==> config.mk <==
export PLATFORM = sky130hd
export DESIGN_NAME = coin_acceptor_flat
export DESIGN_NICKNAME = d
export VERILOG_FILES = /design/src/rtl/vm_pkg.sv /design/src/rtl/coin_acceptor_if.sv /design/src/rtl/coin_debounce.sv /design/src/rtl/coin_acceptor.sv /design/src/flat_wrapper.sv
export SDC_FILE = /design/constraint.sdc
export NUM_CORES = 1
export LEC_CHECK = 0
export BUFFER_PORTS_ARGS = -buffer_cell sky130_fd_sc_hd__buf_2
export CAP_MARGIN = 30
export CELL_PAD_IN_SITES_DETAIL_PLACEMENT = 0
export CELL_PAD_IN_SITES_GLOBAL_PLACEMENT = 2
export CORE_AREA = 3 3 73 75
export DETAILED_ROUTE_END_ITERATION = 8
export DIE_AREA = 0 0 76 78
export PLACE_DENSITY_LB_ADDON = 0.1
export SETUP_SLACK_MARGIN = 0.3
export SYNTH_ARGS = -nofsm -noshare
export SYNTH_HDL_FRONTEND = slang
export SYNTH_HIERARCHICAL = 1
export SYNTH_SLANG_ARGS = --single-unit
==> constraint.sdc <==
create_clock -name clk -period 2.3 [get_ports clk]
set_input_delay 0.23 -clock clk [delete_from_list [all_inputs] [get_ports clk]]
set_output_delay 0.23 -clock clk [all_outputs]
set_load 0.01 [all_outputs]
==> src/rtl/vm_pkg.sv <==
// Shared coin codes and output-FSM state encodings for the coin acceptor and vending machine.
package vm_pkg;

    typedef enum logic [1:0] {
        NONE = 2'b00,
        FIVE = 2'b01,
        TEN  = 2'b10
    } coin_code_e;

    typedef enum logic [1:0] {
        IDLE = 2'b00,
        EMIT = 2'b01,
        GAP  = 2'b10
    } out_state_e;

endpackage

==> src/rtl/coin_acceptor_if.sv <==
// Sensor/hold inputs and coin outputs of the coin acceptor; master drives sensors, slave is the acceptor.
interface coin_acceptor_if;

    logic       coin5_raw;
    logic       coin10_raw;
    logic       hold;
    logic [1:0] coin_code;
    logic       reject;
    logic       fifo_full;

    modport master (
        output coin5_raw, coin10_raw, hold,
        input  coin_code, reject, fifo_full
    );

    modport slave (
        input  coin5_raw, coin10_raw, hold,
        output coin_code, reject, fifo_full
    );

endinterface

==> src/rtl/coin_debounce.sv <==
// Two-flop synchroniser, counting debouncer and registered rising-edge detector for one coin sensor.
module coin_debounce #(
    parameter int DEBOUNCE_CYCLES = 4
) (
    input  logic clk,
    input  logic rst,
    input  logic raw_i,
    output logic event_o
);

    localparam int CW = $clog2(DEBOUNCE_CYCLES + 1);

    logic          sync1_q, sync2_q;
    logic          level_q, level_d;
    logic [CW-1:0] cnt_q, cnt_d;
    logic          event_q, event_d;

    // NOTE: defaults first so every path assigns every output -- no latches.
    always_comb begin
        level_d = level_q;
        cnt_d   = '0;
        if (sync2_q != level_q) begin
            if (cnt_q == CW'(DEBOUNCE_CYCLES - 1)) begin
                level_d = sync2_q;
            end else begin
                cnt_d = cnt_q + 1'b1;
            end
        end
        event_d = level_d & ~level_q;
    end

    // NOTE: state updates use non-blocking assignments so all flops sample together.
    always_ff @(posedge clk) begin
        if (rst) begin
            sync1_q <= 1'b0;
            sync2_q <= 1'b0;
            level_q <= 1'b0;
            cnt_q   <= '0;
            event_q <= 1'b0;
        end else begin
            sync1_q <= raw_i;
            sync2_q <= sync1_q;
            level_q <= level_d;
            cnt_q   <= cnt_d;
            event_q <= event_d;
        end
    end

    assign event_o = event_q;

endmodule

==> src/rtl/coin_acceptor.sv <==
// Coin acceptor: debounced coin events queued in a FIFO and emitted one per slot to the vending machine.
module coin_acceptor
    import vm_pkg::*;
#(
    parameter int DEBOUNCE_CYCLES = 4,
    parameter int FIFO_DEPTH      = 4,
    parameter int GAP_CYCLES      = 1
) (
    input  logic            clk,
    input  logic            rst,
    coin_acceptor_if.slave  bus
);

    localparam int PW = $clog2(FIFO_DEPTH);
    localparam int CW = PW + 1;

    logic ev5, ev10;

    coin_debounce #(.DEBOUNCE_CYCLES(DEBOUNCE_CYCLES)) u_deb5 (
        .clk(clk), .rst(rst), .raw_i(bus.coin5_raw), .event_o(ev5)
    );

    coin_debounce #(.DEBOUNCE_CYCLES(DEBOUNCE_CYCLES)) u_deb10 (
        .clk(clk), .rst(rst), .raw_i(bus.coin10_raw), .event_o(ev10)
    );

    coin_code_e    mem_q [FIFO_DEPTH];
    logic [PW-1:0] wr_ptr_q, rd_ptr_q;
    logic [CW-1:0] count_q, count_d;
    logic          fifo_empty, fifo_full;

    out_state_e    state_q, state_d;
    logic [2:0]    gap_q, gap_d;
    coin_code_e    code_q, code_d;
    logic          reject_q, reject_d;
    logic          may_launch, pop, push;
    coin_code_e    push_code;

    assign fifo_empty = (count_q == '0);
    assign fifo_full  = (count_q == CW'(FIFO_DEPTH));

    // The last GAP cycle doubles as the IDLE decision slot, so GAP_CYCLES is the exact 00 spacing between coins.
    assign may_launch = (state_q == IDLE) ||
                        ((state_q == GAP) && (gap_q == 3'(GAP_CYCLES - 1)));
    assign pop        = may_launch && !fifo_empty && !bus.hold;

    always_comb begin
        state_d = state_q;
        gap_d   = gap_q;
        code_d  = NONE;
        case (state_q)
            IDLE: if (pop) state_d = EMIT;
            EMIT: begin
                state_d = GAP;
                gap_d   = '0;
            end
            GAP: begin
                if (may_launch) state_d = pop ? EMIT : IDLE;
                else            gap_d   = gap_q + 1'b1;
            end
            default: state_d = IDLE;
        endcase
        if (pop) code_d = mem_q[rd_ptr_q];
    end

    // Simultaneous events on both sensors are ambiguous, so both are returned with one reject.
    always_comb begin
        push      = 1'b0;
        push_code = NONE;
        reject_d  = 1'b0;
        if (ev5 && ev10) begin
            reject_d = 1'b1;
        end else if (ev5 || ev10) begin
            if (fifo_full && !pop) begin
                reject_d = 1'b1;
            end else begin
                push      = 1'b1;
                push_code = ev5 ? FIVE : TEN;
            end
        end
        count_d = count_q + CW'(push) - CW'(pop);
    end

    always_ff @(posedge clk) begin
        if (rst) begin
            wr_ptr_q <= '0;
            rd_ptr_q <= '0;
            count_q  <= '0;
            state_q  <= IDLE;
            gap_q    <= '0;
            code_q   <= NONE;
            reject_q <= 1'b0;
        end else begin
            if (push) wr_ptr_q <= wr_ptr_q + 1'b1;
            if (pop)  rd_ptr_q <= rd_ptr_q + 1'b1;
            count_q  <= count_d;
            state_q  <= state_d;
            gap_q    <= gap_d;
            code_q   <= code_d;
            reject_q <= reject_d;
        end
    end

    // NOTE: queue storage is not reset; the pointers and count alone define what is valid.
    always_ff @(posedge clk) begin
        if (push) mem_q[wr_ptr_q] <= push_code;
    end

    assign bus.coin_code = code_q;
    assign bus.reject    = reject_q;
    assign bus.fifo_full = fifo_full;

endmodule

==> src/flat_wrapper.sv <==
// flat-port wrapper written by rule: the top's interface ports become plain ports
module coin_acceptor_flat import vm_pkg::*;
#(
    parameter int DEBOUNCE_CYCLES = 4,
    parameter int FIFO_DEPTH      = 4,
    parameter int GAP_CYCLES      = 1
)
  (clk, rst, bus_coin5_raw, bus_coin10_raw, bus_hold, bus_coin_code, bus_reject, bus_fifo_full);
  coin_acceptor_if bus_i ();
  input  logic clk;
  input  logic rst;
  input wire logic [$bits(bus_i.coin5_raw)-1:0] bus_coin5_raw;
  input wire logic [$bits(bus_i.coin10_raw)-1:0] bus_coin10_raw;
  input wire logic [$bits(bus_i.hold)-1:0] bus_hold;
  output wire logic [$bits(bus_i.coin_code)-1:0] bus_coin_code;
  output wire logic [$bits(bus_i.reject)-1:0] bus_reject;
  output wire logic [$bits(bus_i.fifo_full)-1:0] bus_fifo_full;
  assign bus_i.coin5_raw = bus_coin5_raw;
  assign bus_i.coin10_raw = bus_coin10_raw;
  assign bus_i.hold = bus_hold;
  assign bus_coin_code = bus_i.coin_code;
  assign bus_reject = bus_i.reject;
  assign bus_fifo_full = bus_i.fifo_full;
  coin_acceptor #(.DEBOUNCE_CYCLES(DEBOUNCE_CYCLES), .FIFO_DEPTH(FIFO_DEPTH), .GAP_CYCLES(GAP_CYCLES)) u_core (.clk(clk), .rst(rst), .bus(bus_i));
endmodule
# Word-level counts from Yosys, hierarchy flattened
# Memories as Yosys holds them, arrays and structs flattened. A register that Yosys moved wholly into a read port is not among the register bits.
# Index checks and enable logic that the tools add are counted.
# Widths: inputs -> output; s select.
classes:
  bitwise: 7
  mux: 22
  n_reduce_logical: 19
  n_eq_ne: 10
  n_addsub: 7
ops:
  columns: ["cell", "count"]
  rows:
  - ["$mux 1", 13]
  - ["$mux 2", 6]
  - ["$add 3x1->3 const B", 3]
  - ["$eq 3x2->1 const B", 2]
  - ["$logic_not 3->1", 2]
  - ["$pmux 2 s3", 1]
  - ["$pmux 3 s2", 1]
  - ["$reduce_or 3->1", 2]
  - ["$logic_and 1x1->1", 5]
  - ["$not 1->1", 5]
  - ["$add 2x1->2 const B", 2]
  - ["$ne 2x1->1 const B", 2]
  - ["$reduce_and 2->1", 2]
  - ["$add 3x1->3", 1]
  - ["$eq 3x3->1 const B", 1]
  - ["$logic_not 1->1", 3]
  - ["$mux 3", 1]
  - ["$sub 3x1->3", 1]
  - ["$and 1x1->1", 2]
  - ["$eq 2x1->1 const B", 1]
  - ["$eq 2x2->1 const B", 1]
  - ["$logic_not 2->1", 1]
  - ["$logic_or 1x1->1", 2]
  - ["$ne 1x1->1", 2]
  - ["other kinds (3)", 3]
word_totals:
  in_bits: 5
  word_cells: 82
  memories: 1
  out_inout_bits: 4
  reg_bits: 27
  mem_bits_rw: 8
mem_list:
  columns: ["name", "depth", "word_bits", "rd", "rd_clocked_by_memory_dff", "write_ports", "line", "source"]
  rows:
  - ["u_core.mem_q", 4, 2, 1, 1, 1, "coin_acceptor.sv:27", "coin_code_e mem_q [FIFO_DEPTH];"]

# Longest topological paths before layout
# Gate-level depths: netlist (run 1).
logic_depth:
  ltp_word: 12
  depth_mapped: 12
  depth_no_buf: 12

# By module
# The synthesis (run 1) kept the hierarchy.
modules_own_cells:
  columns: ["module", "area_each_um2", "instances", "cells_each", "seq_area_each_um2"]
  rows:
  - ["coin_acceptor", 1188.6, 1, 110, 540.5]
  - ["coin_debounce", 244.0, 2, 19, 140.1]

# Worst setup path after synthesis (run 1)
# OpenSTA, ideal clock, no wires.
synth_path:
  path_kind: "register to register"
  startpoint: "register u_core.gap_q[0]"
  endpoint: "register u_core.count_q[2]"
  setup_slack_ps: 44
  period_less_slack_ps: 2256
  setup_ps: 129
  path_stages_with_launch: 12
  t_arrival_ps: 2128
  path_cell_list: "dfxtp_1 inv_1 ha_1 and2b_1 o211ai_2 inv_1 ha_1 inv_1 ha_1 fa_1 xnor2_1 nor2_1"
synth_between:
  elab_chain_cells: 12
synth_rtl:
  columns: ["item", "line", "source"]
  rows:
  - ["start: declaration", "coin_acceptor.sv:33", "logic [2:0] gap_q, gap_d;"]
  - ["start signal: assignment", "coin_acceptor.sv:98", "gap_q <= gap_d;"]
  - ["$logic_not 3->1 (*)", "coin_acceptor.sv:44", "((state_q == GAP) && (gap_q == 3'(GAP_CYCLES - 1)));"]
  - ["$logic_and 1x1->1 (*)", "coin_acceptor.sv:44", null]
  - ["$logic_or 1x1->1 (*)", "coin_acceptor.sv:43", "assign may_launch = (state_q == IDLE) ||"]
  - ["$logic_and 1x1->1 (*) (2 in series)", "coin_acceptor.sv:45", "assign pop = may_launch && !fifo_empty && !bus.hold;"]
  - ["$logic_not 1->1", "coin_acceptor.sv:74", "if (fifo_full && !pop) begin"]
  - ["$logic_and 1x1->1", "coin_acceptor.sv:74", null]
  - ["$mux 1", "coin_acceptor.sv:74", null]
  - ["$mux 1", "coin_acceptor.sv:73", "end else if (ev5 || ev10) begin"]
  - ["$mux 1", "coin_acceptor.sv:71", "if (ev5 && ev10) begin"]
  - ["$add 3x1->3", "coin_acceptor.sv:81", "count_d = count_q + CW'(push) - CW'(pop);"]
  - ["$sub 3x1->3 (*)", "coin_acceptor.sv:81", null]
  - ["end signal: assignment", "coin_acceptor.sv:96", "count_q <= count_d;"]
  - ["end: declaration", "coin_acceptor.sv:29", "logic [CW-1:0] count_q, count_d;"]
# Mark *: on every way between the ends. The rest lies on a longest branch, timed or not.
# A chain may end at the register's enable or synchronous reset.

# Worst setup path in the final report (run 1)
layout_path:
  startpoint: "register u_core.gap_q[0]"
  endpoint: "register u_core.count_q[1]"
layout_between:
  elab_chain_cells: 12
layout_rtl:
  columns: ["item", "line"]
  rows:
  - ["$logic_not 3->1 (*)", "coin_acceptor.sv:44"]
  - ["$logic_and 1x1->1 (*)", "coin_acceptor.sv:44"]
  - ["$logic_or 1x1->1 (*)", "coin_acceptor.sv:43"]
  - ["$logic_and 1x1->1 (*) (2 in series)", "coin_acceptor.sv:45"]
  - ["$logic_not 1->1", "coin_acceptor.sv:74"]
  - ["$logic_and 1x1->1", "coin_acceptor.sv:74"]
  - ["$mux 1", "coin_acceptor.sv:74"]
  - ["$mux 1", "coin_acceptor.sv:73"]
  - ["$mux 1", "coin_acceptor.sv:71"]
  - ["$add 3x1->3", "coin_acceptor.sv:81"]
  - ["$sub 3x1->3 (*)", "coin_acceptor.sv:81"]
  - ["named net u_core.count_d[1]", "coin_acceptor.sv:29"]
# The timed path passes the listed nets; every way through them passes the cells marked *.

==> results of run 1 <==
## cell usage after synthesis, drive strengths merged, types with 3 or more instances
cell type / count / area (µm²)
nor3: 3 / 15.01
edfxtp: 8 / 240.2
nor2: 10 / 56.31
xnor2: 4 / 35.03
a21oi: 4 / 20.02
inv: 15 / 56.31
nand2: 6 / 22.52
and2: 7 / 43.79
o211ai: 4 / 35.03
nor4: 4 / 25.02
nand3: 3 / 15.01
ha: 12 / 150.1
o2111ai: 3 / 26.28
xor2: 3 / 33.79
nor2b: 6 / 37.54
dfxtp: 29 / 580.6
## cell type report
type | instances | area (µm²) | share of cell area
clock buffer | 6 | 72.57 | 0.03539
clock inverter | 2 | 38.79 | 0.01891
inverter | 15 | 56.30 | 0.02746
multi-input combinational | 94 | 830.8 | 0.4051
sequential | 37 | 823.3 | 0.4015
tap | 67 | 83.83 | 0.04088
timing repair buffer | 22 | 145.1 | 0.07077
## flip-flops by register name (all words and copies together) (netlist names), 2 cells and up
register              cells
u_core/mem_q              8
u_core/count_q            3
u_core/gap_q              3
u_core/u_deb10/cnt_q      3
u_core/u_deb5/cnt_q       3
u_core/bus.coin_code      2
u_core/rd_ptr_q           2
u_core/state_q            2
u_core/wr_ptr_q           2
## per-layer routing
metal | up-vias | routed length, µm
met1 | 519 | 1427
li1 | 569 | -
met4 | 0 | 45
met2 | 14 | 1378
met5 | - | 0
met3 | 5 | 86
## timing repair
| action | 4_1_cts | 5_1_grt |
|---|---|---|
| setup endpoints to repair | 2 | 6 |
| gates resized for setup | 1 | 4 |
| setup buffers | 5 | 2 |
| pin swaps | 4 | 3 |
## power groups by stage
stage | Sequential, µW | Combinational, µW | Clock, µW
global route | 762 | 424 | 615
CTS | 753 | 331 | 574
detailed placement | 767 | 310 | 0
global placement | 767 | 308 | 0
finish | 752 | 379 | 560
floorplan | 756 | 237 | 0
## logic make-up (layout without fill, tap and decap cells)
kind of cell,count (synthesis),in the layout
mux,4,4
simple gates,49,49
xor+xnor,7,7
buf+inv,17,45
fa+ha+maj,13,13
flops,37,37
compound gates,21,21
## per-stage QoR
| stage | setup WS [ns] | total power, µW | util | cell area (µm²) |
|---|---|---|---|---|
| floorplan | 0.1289 | 993.1 | - | 1698 |
| global placement | 0.1316 | 1075 | 0.3936 | 1859 |
| detailed placement | 0.08249 | 1077 | 0.3936 | 1859 |
| CTS | 0.1417 | 1658 | 0.4268 | 2016 |
| global route | 0.009939 | 1801 | 0.4342 | 2051 |
| finish | 0.1026 | 1691 | 0.4342 | 2051 |
## worst paths after layout
kind / start / endpoint / slack [ns] / cells past startpoint
worst max-delay path: u_core/gap_q[0] / u_core/count_q[1] / 0.10 / 10
worst min-delay path: bus_coin10_raw / u_core/u_deb10/sync1_q / 0.15 / 2
worst max register to register: u_core/gap_q[0] / u_core/count_q[1] / 0.10 / 10
worst min register to register: u_core/u_deb10/cnt_q[0] / u_core/u_deb10/cnt_q[0] / 0.43 / 1
==> results.toml, run 1 <==
[clock_network]
numCtsBuffers = 5
clk_pin_slew_ns = 0.08
cts_max_level = 2
postCtsHoldBufs = 0
cts.path.max_buffers = 2
root_buffer = "clkbuf_8"
cts_sinks = 37
cts_tree = "done"
clk_latency_ns = 0.29

[logic_synthesis]
synthMuxAreaShare = 0.03881
ys.flop_type = "dfxtp_1"
avgSynthCellArea_um2 = 11.33
yosysSeqAreaShare = 0.4896
synth_fa_ha_area_frac = 0.1015
synth_edf_count = 8
ys_ff_latch = 37
synth_cell_type_count = 40
synth-compound-area-share = 0.09851
synth_top_family_by_area = "simple AND/OR/NAND/NOR gates"
synth_nets = 166
synth_xor_area_frac = 0.04104
syn_inst = 148
syn_area_mm2 = 0.001677
synth-warning-count = 6
synthArstFlopShare = 0
synthSimpleGateAreaFrac = 0.1881

[grt]
grt_use_met3 = 0.03480
use_met2 = 0.1729
antenna_found_initial = 0
grt_overflow_total = 0
busiest_layer = "met2"
grt_pass1_wl_um = 5133
grt_max_degree = 20
track_usage = 0.1092
grt.met1_usage = 0.1383
grt_pass1_vias = 1085

[routing]
routed_wl_um = 2937
via_per_inst = 4.556
avgRoutedWirePerCell_um = 12.09
drtPass1Iterations = 4
drtIter0Drc = 47
drc = 0
vias = 1107
postRouteAntennaNets = 0

[setup_path]
slowest_delay_ns = 0.43
slowest_stage = "fa_2"
cp.required_ns = 2.48
path_common_cell = "inv_1"
endpoint_kind = "flop"
cp_cell_sequence = "inv_2 > ha_4 > and2b_2 > o211ai_2 > inv_1 > ha_1 > inv_1 > ha_2 > fa_2 > nor2b_4"
critPathMaxFanout = 3
crit_family = "adder cells"
critPathLaunchType = "flop"
cp_data_arrival_time_ns = 2.37
path_class = "reg2reg"
critPathBufInv = 3

[layout]
drive_gt1_frac = 0.3125
instances_no_fill = 243
area_growth_syn_to_layout_pct = 22.31
fill_cells = 466
layout_commonest_cell = "dfxtp_1"
layout_common_cells = "dfxtp_1 (27), buf_4 (14), inv_1 (11)"
nNetsFinal = 193
antennaDiodeCount = 0

[floorplanning]
core_mm2 = 0.004723
pin_count = 9
die_x_um = 76
die_y_um = 78
initial_core_util = 0.3550
fp.dieArea_mm2 = 0.005928
rows = 25

[place]
io_buffers = 8
place_hpwl_um = 2094
routabilityCongestion = 0.7302
dp_cells = 228

[timing]
finalSetupTns_ns = 0
whs_ns = 0.1529
setup_viol = 0
rsz0062_at_grt = "true"
final_max_slew_viol_count = 0
fmax_mhz = 455.1
tightestPinTransition_ns = 0.5256
relSlewSlack = 0.6489
finalHoldViolations = 0
timing.final.crit_share = 0.9554
min_period_ns = 2.197
finClkSkew_ns = 0.009633

[pwr]
p_leak_uw = 0.0008256
vdd_drop_max_mv = 0.3975
cellPowerDensity_mw_per_mm2 = 824.8
seqPwrFrac = 0.444
switching_share = 0.2768
p_comb_frac = 0.224
power.switching_uw = 468.2
clkPwrFrac = 0.331
internal_power_uw = 1223

[worst_hold_path]
min_path_type = "in2reg"

[job]
max-cap-violations = 0

[status]
outcome = "complete, no violations"
Note: power is estimated with default switching activity, not from simulation.
==> inputs of run 2 (changes only) <==
CORE_AREA = 3 3 69 71   (was 3 3 73 75)
DIE_AREA = 0 0 72 74   (was 0 0 76 78)
REMOVE_ABC_BUFFERS = 1   (was unset)
clock period = 2.51 ns   (was 2.3 ns; I/O delays follow)
==> run 2 against run 1 <==
Die area down 10%. Critical path depth unchanged. Wire length down 5.2%. Cell count is 8.6% lower. Setup slack improved by 0.23 ns. Clock power shrank 12%. Fmax increased by 0.86%. Non-clock buffer count is 6 lower. Hold slack better by 0.024 ns. Highest routed layer unchanged.
==> results.toml, run 2 (synthesis gave the netlist of run 1 again) <==
[timing]
whs_ns = 0.1770
rsz0062_at_grt = "true"
setup_viol = 0
finalSetupTns_ns = 0
fmax_mhz = 459.0
finClkSkew_ns = 0.001947
relSlewSlack = 0.6670
min_period_ns = 2.179
finalHoldViolations = 0
final_max_slew_viol_count = 0
timing.final.crit_share = 0.8680
tightestPinTransition_ns = 0.4984

[routing]
drtPass1Iterations = 4
avgRoutedWirePerCell_um = 12.54
routed_wl_um = 2784
via_per_inst = 4.968
drtIter0Drc = 26
drc = 0
postRouteAntennaNets = 0
vias = 1103

[layout]
antennaDiodeCount = 0
area_growth_syn_to_layout_pct = 17.91
nNetsFinal = 187
largest-register = "u_core/mem_q"
largest_register_ffs = 8
fill_cells = 406
drive_gt1_frac = 0.2765
layout_common_cells = "dfxtp_1 (27), inv_1 (11), ha_1 (10)"
layout_commonest_cell = "dfxtp_1"

[status]
outcome = "complete, no violations"

[clock_network]
numCtsBuffers = 5
clk_pin_slew_ns = 0.07
clk_latency_ns = 0.28
cts_sinks = 37
cts_tree = "done"
postCtsHoldBufs = 0
root_buffer = "clkbuf_8"
cts.path.max_buffers = 2
cts_max_level = 2

[place]
routabilityCongestion = 0.7409
place_hpwl_um = 2007
io_buffers = 8

[job]
max-cap-violations = 0

[grt]
antenna_found_initial = 0
grt_pass1_vias = 1050
grt_pass1_wl_um = 4781
grt_overflow_total = 0
grt_max_degree = 27
track_usage = 0.1193

[floorplanning]
fp.dieArea_mm2 = 0.005328
die_x_um = 72
core_mm2 = 0.004294
die_y_um = 74
initial_core_util = 0.3904
rows = 24
pin_count = 9

[setup_path]
critPathLaunchType = "flop"
path_class = "reg2reg"
critPathMaxFanout = 4
endpoint_kind = "flop"
cp_data_arrival_time_ns = 2.35
cp.required_ns = 2.68

[pwr]
cellPowerDensity_mw_per_mm2 = 768.3
power_uw = 1519
vdd_drop_max_mv = 0.3321
p_leak_uw = 0.0007874

[worst_hold_path]
min_path_type = "in2reg"
run 2: changes by cell type in the layout (fill, tap and decap cells not counted):
cell / previous run / this run
nor3b_1: 1 / 2
clkinv_1: 0 / 1
buf_4: 14 / 8
clkinv_4: 1 / 0
nor3b_2: 1 / 0
run 2: final timing paths:
kind	end	startpoint	depth (start not counted)	slack [ns]
max	u_core/count_q[1]	u_core/gap_q[1]	10	0.33
min	u_core/u_deb5/sync1_q	bus_coin5_raw	2	0.18
max reg2reg	u_core/count_q[1]	u_core/gap_q[1]	10	0.33
min reg2reg	u_core/u_deb10/cnt_q[0]	u_core/u_deb10/cnt_q[0]	1	0.43
run 2: final cells by class:
class / instances / area [µm²] / area share
Multi-Input combinational cell: 94 / 825.8 / 0.4177
Sequential cell: 37 / 823.3 / 0.4165
Tap cell: 52 / 65.06 / 0.03291
Timing Repair Buffer: 16 / 100.1 / 0.05063
Clock inverter: 2 / 33.78 / 0.01709
Clock buffer: 6 / 72.57 / 0.03671
Inverter: 15 / 56.30 / 0.02848
run 2: per-stage QoR:
stage | area, µm² | utilization | setup slack (ns) | cells
global route | 1977 | 0.4604 | 0.2296 | 222
global placement | 1789 | 0.4167 | 0.1900 | 209
finish | 1977 | 0.4604 | 0.3313 | 222
detailed placement | 1789 | 0.4167 | 0.1388 | 209
floorplan | 1662 | - | 0.2676 | 146
CTS | 1932 | 0.4499 | 0.2874 | 221
run 2: per-layer routing:
metal  part of all wire  routed length (µm)  GRT usage
met2               0.50                1388     0.2000
met5                  0                   0          0
met1               0.45                1257     0.1356
met3              0.032                  88    0.04054
met4              0.018                  51    0.06263
run 2: critical path: stages (launching register included):
cell      delay [ns]
dfxtp_2         0.34
inv_2           0.05
ha_4            0.15
and2b_2         0.23
o211ai_2        0.16
inv_1           0.06
ha_1            0.28
inv_1           0.06
ha_2            0.17
fa_2            0.43
nor2b_4         0.13
run 2: repair_timing:
item	in CTS	in global routing
gates resized for setup	4	9
pin swaps	2	7
endpoints found under the setup margin	2	2
setup buffers	4	1
cloned	0	0
run 2: power by group:
group          switching, µW  leakage [µW]  total [µW]  internal (µW)
Clock                    201     0.0000528         494            293
Sequential              55.9      0.000330         702            646
Combinational            154      0.000405         322            168
